### src/rtl/sap_pkg.sv
// Shared definitions for the SAP 16-word RAM: FSM state encoding and default geometry.
package sap_pkg;

  localparam int SAP_ADDR_W = 4;
  localparam int SAP_DATA_W = 8;

  typedef enum logic [1:0] {
    CLEAR = 2'd0,
    IDLE  = 2'd1,
    READ  = 2'd2,
    WRITE = 2'd3
  } sap_state_e;

endpackage

### src/rtl/sap_ram_array.sv
// Single-port storage with synchronous write and registered read data.
// Optional SAP_RAM_PARITY_EN stores an even-parity bit alongside each word.
module sap_ram_array
  import sap_pkg::*;
#(
  parameter int ADDR_W = SAP_ADDR_W,
  parameter int DATA_W = SAP_DATA_W
) (
  input  logic              clk,
  input  logic              rst_n,
  input  logic              we,
  input  logic              re,
  input  logic [ADDR_W-1:0] addr,
  input  logic [DATA_W-1:0] wdata,
  output logic [DATA_W-1:0] rdata,
  output logic              par_err
);

`ifdef SAP_RAM_PARITY_EN
  localparam int WORD_W = DATA_W + 1;
`else
  localparam int WORD_W = DATA_W;
`endif

  logic [WORD_W-1:0] mem [2**ADDR_W];
  logic [WORD_W-1:0] wword;
  logic [DATA_W-1:0] rdata_d, rdata_q;

  // A healthy stored word (data plus parity bit) always XOR-reduces to zero.
  always_comb begin
`ifdef SAP_RAM_PARITY_EN
    wword   = {^wdata, wdata};
    par_err = ^mem[addr];
`else
    wword   = wdata;
    par_err = 1'b0;
`endif
    rdata_d = re ? mem[addr][DATA_W-1:0] : rdata_q;
  end

  always_ff @(posedge clk) begin
    if (we) begin
      mem[addr] <= wword;
    end
  end

  always_ff @(posedge clk) begin
    if (!rst_n) begin
      rdata_q <= '0;
    end else begin
      rdata_q <= rdata_d;
    end
  end

  assign rdata = rdata_q;

endmodule

### src/rtl/sap_ram16.sv
// SAP RAM controller: clears every word after reset, then serves single-cycle
// read/write requests. Build with SAP_RAM_PARITY_EN to add per-word parity checking.
module sap_ram16
  import sap_pkg::*;
#(
  parameter int ADDR_W = SAP_ADDR_W,
  parameter int DATA_W = SAP_DATA_W
) (
  input  logic              clk,
  input  logic              rst_n,
  input  logic [ADDR_W-1:0] addr,
  input  logic [DATA_W-1:0] wdata,
  input  logic              we,
  input  logic              re,
  output logic [DATA_W-1:0] rdata,
  output logic              rvalid,
  output logic              busy,
  output logic              err
);

  localparam logic [ADDR_W-1:0] LAST_ADDR = '1;

  sap_state_e        state_q, state_d;
  logic [ADDR_W-1:0] sweep_cnt_q, sweep_cnt_d;
  logic [ADDR_W-1:0] addr_q, addr_d;
  logic [DATA_W-1:0] wdata_q, wdata_d;
  logic              rvalid_q, rvalid_d;
  logic              err_q, err_d;

  logic              mem_we, mem_re, par_err;
  logic [ADDR_W-1:0] mem_addr;
  logic [DATA_W-1:0] mem_wdata;

  always_comb begin
    state_d     = state_q;
    sweep_cnt_d = sweep_cnt_q;
    addr_d      = addr_q;
    wdata_d     = wdata_q;
    rvalid_d    = 1'b0;
    err_d       = err_q;
    case (state_q)
      CLEAR: begin
        if (sweep_cnt_q == LAST_ADDR) begin
          state_d = IDLE;
        end else begin
          sweep_cnt_d = sweep_cnt_q + ADDR_W'(1);
        end
      end
      IDLE: begin
        // A simultaneous read is dropped in favour of the write and flagged.
        if (we) begin
          addr_d  = addr;
          wdata_d = wdata;
          state_d = WRITE;
          if (re) begin
            err_d = 1'b1;
          end
        end else if (re) begin
          addr_d  = addr;
          state_d = READ;
        end
      end
      READ: begin
        rvalid_d = 1'b1;
        state_d  = IDLE;
        if (par_err) begin
          err_d = 1'b1;
        end
      end
      WRITE: begin
        state_d = IDLE;
      end
      default: begin
        state_d = CLEAR;
      end
    endcase
  end

  always_ff @(posedge clk) begin
    if (!rst_n) begin
      state_q     <= CLEAR;
      sweep_cnt_q <= '0;
      addr_q      <= '0;
      wdata_q     <= '0;
      rvalid_q    <= 1'b0;
      err_q       <= 1'b0;
    end else begin
      state_q     <= state_d;
      sweep_cnt_q <= sweep_cnt_d;
      addr_q      <= addr_d;
      wdata_q     <= wdata_d;
      rvalid_q    <= rvalid_d;
      err_q       <= err_d;
    end
  end

  // Array accesses are suppressed on a reset edge so an in-flight write is aborted.
  assign mem_we    = rst_n && (state_q == CLEAR || state_q == WRITE);
  assign mem_re    = rst_n && (state_q == READ);
  assign mem_addr  = (state_q == CLEAR) ? sweep_cnt_q : addr_q;
  assign mem_wdata = (state_q == CLEAR) ? '0 : wdata_q;

  sap_ram_array #(
    .ADDR_W(ADDR_W),
    .DATA_W(DATA_W)
  ) u_array (
    .clk    (clk),
    .rst_n  (rst_n),
    .we     (mem_we),
    .re     (mem_re),
    .addr   (mem_addr),
    .wdata  (mem_wdata),
    .rdata  (rdata),
    .par_err(par_err)
  );

  assign rvalid = rvalid_q;
  assign busy   = (state_q != IDLE);
  assign err    = err_q;

endmodule

### config.mk
export PLATFORM = sky130hd
export DESIGN_NAME = sap_ram16
export DESIGN_NICKNAME = d
export VERILOG_FILES = /design/src/rtl/sap_pkg.sv /design/src/rtl/sap_ram_array.sv /design/src/rtl/sap_ram16.sv
export SDC_FILE = /design/constraint.sdc
export NUM_CORES = 1
export LEC_CHECK = 0
export ABC_AREA = 1
export CAP_MARGIN = 15
export CELL_PAD_IN_SITES_DETAIL_PLACEMENT = 0
export CELL_PAD_IN_SITES_GLOBAL_PLACEMENT = 1
export CORE_ASPECT_RATIO = 0.6
export CORE_MARGIN = 5
export CORE_UTILIZATION = 43
export DETAILED_ROUTE_END_ITERATION = 7
export PLACE_DENSITY_LB_ADDON = 0.1
export SYNTH_ARGS = -nofsm -noshare
export SYNTH_HDL_FRONTEND = slang
export SYNTH_SLANG_ARGS = --single-unit
export TNS_END_PERCENT = 50
### constraint.sdc
create_clock -name clk -period 2.25 [get_ports clk]
set_input_delay 0.45 -clock clk [delete_from_list [all_inputs] [get_ports clk]]
set_output_delay 0.45 -clock clk [all_outputs]
set_load 0.005 [all_outputs]
==> metrics.cfg <==
[worst_setup_path]
critPathMostFrequentCell = inv_1
crit_path_end = busy
path_buf_inv = 3
r2r_start = state_q[0]
crit_start = state_q[1]
r2r_slack_ns = 0.12
reg2regPathDepth = 7
cp-end-kind = primary output
worstSetupPathType = reg2out
cp.required_ns = 1.80
cpLargestDelayFamily = buffers and inverters
crit_chain = inv_1 -> ha_1 -> inv_1 -> clkdlybuf4s50_1
rr_endpoint = u_array.mem[0][1]
cp_max_fo = 4
critPathMaxStageDelay_ns = 0.51
critical_path.slowest_cell = clkdlybuf4s50_1
cp_num_cells = 4
start_kind = flop
cp_data_arrival_time_ns = 1.73

[finish]
diodes = 0
drive_gt1_frac = 0.131
layout.nets = 740
instances_no_fill = 936
finish.utilization = 0.520
syn_to_final_growth_pct = 19.5
final_area_sq_mm = 0.00792

[timing]
rsz0062_at_grt = no
finalSetupViolCount = 0
final_max_slew_viol_count = 0
fmax_mhz = 458
maxSlewHeadroom = 0.703
tightestPinTransition_ns = 0.445
min_period_ns = 2.18
post-route-period-util = 0.970
finalSetupTns_ns = 0
final-hold-violation-count = 0
skew_ns = 0.0108

[pwr]
seqPwrFrac = 0.410
combPwrFrac = 0.250
power_uw = 8100
pwr_density_cell_mw_per_mm2 = 1020
pwr-share-clk = 0.340
intPower_uw = 5460
cellLeakagePower_uw = 0.00315
p_sw_frac = 0.326
peakVddDrop_mv = 0.456
p_switching_uw = 2640

[min_path]
hold_depth = 2
min_path_type = reg2reg

[clocking]
post_cts.repair.setup_buffers = 0
clk_latency_ns = 0.42
clock_path_buffers = 2
cts-root-buf = clkbuf_16
htreeDepth = 4
numClockSinks = 156
cts_buffers = 17
cts_tree = done
hold_buffers = 0
cts.reportedPaths.clkPinSlew_ns = 0.06

[placed_design]
globalplace.congestion = 0.817
placed_area_sq_mm = 0.00733
hpwlAfterDp_um = 12100
io_buffers = 26
dp.cells = 904

[grt]
gr-usage-met2 = 0.271
grt_max_degree = 33
grt.total_usage = 0.203
grt_use_met3 = 0.0390
overflow = 0
grt_pass1_vias = 4569
grt_pass1_wl_um = 27200
grt_use_met1 = 0.335
grt-busiest-layer = met1
antenna_found_initial = 0

[synth]
yosysWarnings = 0
yosysUniqueCellTypes = 25
avgSynthCellArea_sq_um = 10.1
async_flop_share = 0
netlist_top_cells_area = edfxtp_1 (58%), nand2_1 (14%), dfxtp_1 (8.5%), nand3_1 (6.6%), nor2_1 (2.9%)
synth_nets = 678
synth_top_area_frac = 0.580
synth_edf_count = 128
yosys_most_used_dff = edfxtp_1
synth.most_common_cell = nand2_1
seq_area_frac_synth = 0.664
synth_seq_cells = 156
synth_common_cells = nand2_1 (251), edfxtp_1 (128), nand3_1 (87)
syn_area_sq_mm = 0.00663
yosysTopAreaCell = edfxtp_1
synthCells = 658

[run]
maxCapViolations = 0

[floorplan]
core_area_sq_mm = 0.0152
initial_utilization = 0.435
die_w_um = 170
rows = 35
die_y_um = 106
io_pins = 27
dieArea_sq_mm = 0.0181

[run_status]
run_status = complete, no violations

[route]
finalWirelength_um = 17800
drtIter0Drc = 443
wire_per_inst_um = 19.0
ant_nets = 0
avgViaCountPerCell = 5.08
firstDrtPassIters = 5
num_vias = 4753
drc = 0

## layer usage
metal	vias up	wire, um
met5	-	0
met4	0	139
met3	12	1050
met2	129	7260
met1	2291	9310
li1	2321	-
## layout by cell type (no fill, tap or decap), drive strengths merged
cell type / n
buf: 45
ha: 4
a21oi: 15
inv: 29
nand3: 87
clkbuf: 22
nor2: 59
clkinvlp: 6
dfxtp: 28
xor2: 1
clkdlybuf4s50: 26
nand2: 256
clkinv: 1
or2: 1
o21ai: 25
edfxtp: 128
## power by group through the flow
stage	Combinational [uW]	Sequential (uW)	Clock (uW)
floorplan	1320	3370	0
global route	2240	3330	2930
CTS	2000	3320	2800
global placement	2000	3380	0
finish	2030	3320	2760
detailed placement	1990	3380	0
## kinds of logic (layout without fill, tap and decap cells)
| group | count (synthesis) | in the layout | synth area share |
|---|---|---|---|
| simple gates | 403 | 403 | 0.256 |
| flops | 156 | 156 | 0.664 |
| buf+inv | 54 | 129 | 0.0398 |
| compound gates | 40 | 40 | 0.0308 |
| fa+ha+maj | 4 | 4 | 0.00755 |
| xor+xnor | 1 | 1 | 0.00132 |
## final cells by class
cell class              count  area, sq um
multi-input cells         448         1980
repair buffers             71          618
inverters                  26          100
well taps                 203          254
fillers                  1417         7320
clock inverters            10         80.1
clock buffers              22          487
flip-flops and latches    156         4400
## state kept, by name, summed over array words and instances, names as in the netlist
signal         count
addr_q             4
err                1
rvalid             1
state_q            2
sweep_cnt_q        4
u_array.mem      128
u_array.rdata      8
wdata_q            8
## timing repair
action | in CTS | in global routing
pin swaps | 0 | 0
endpoints found under the setup margin | 61 | 55
gates resized for setup | 1 | 4
## worst min-delay path, stage by stage (launching register included)
cell     delay [ns]
dfxtp_1        0.30
inv_1          0.06
a21oi_1        0.05
## per-stage QoR
| stage | worst slack [ns] | hold WS (ns) |
|---|---|---|
| floorplan | 0.146 | 0.430 |
| global placement | -0.0119 | 0.442 |
| detailed placement | -0.0701 | 0.447 |
| CTS | 0.0357 | 0.456 |
| global route | 0.0226 | 0.477 |
| finish | 0.0682 | 0.450 |
## worst min path at each step
stage | start | endpoint | slack (ns)
floorplan | wdata_q[0] | wdata_q[0] | 0.43
global placement | wdata_q[6] | wdata_q[6] | 0.44
detailed placement | wdata_q[3] | wdata_q[3] | 0.45
CTS | wdata_q[3] | wdata_q[3] | 0.46
global route | err | err | 0.48
finish | wdata_q[3] | wdata_q[3] | 0.45
No activity file was read; power rests on OpenSTA's default activity.
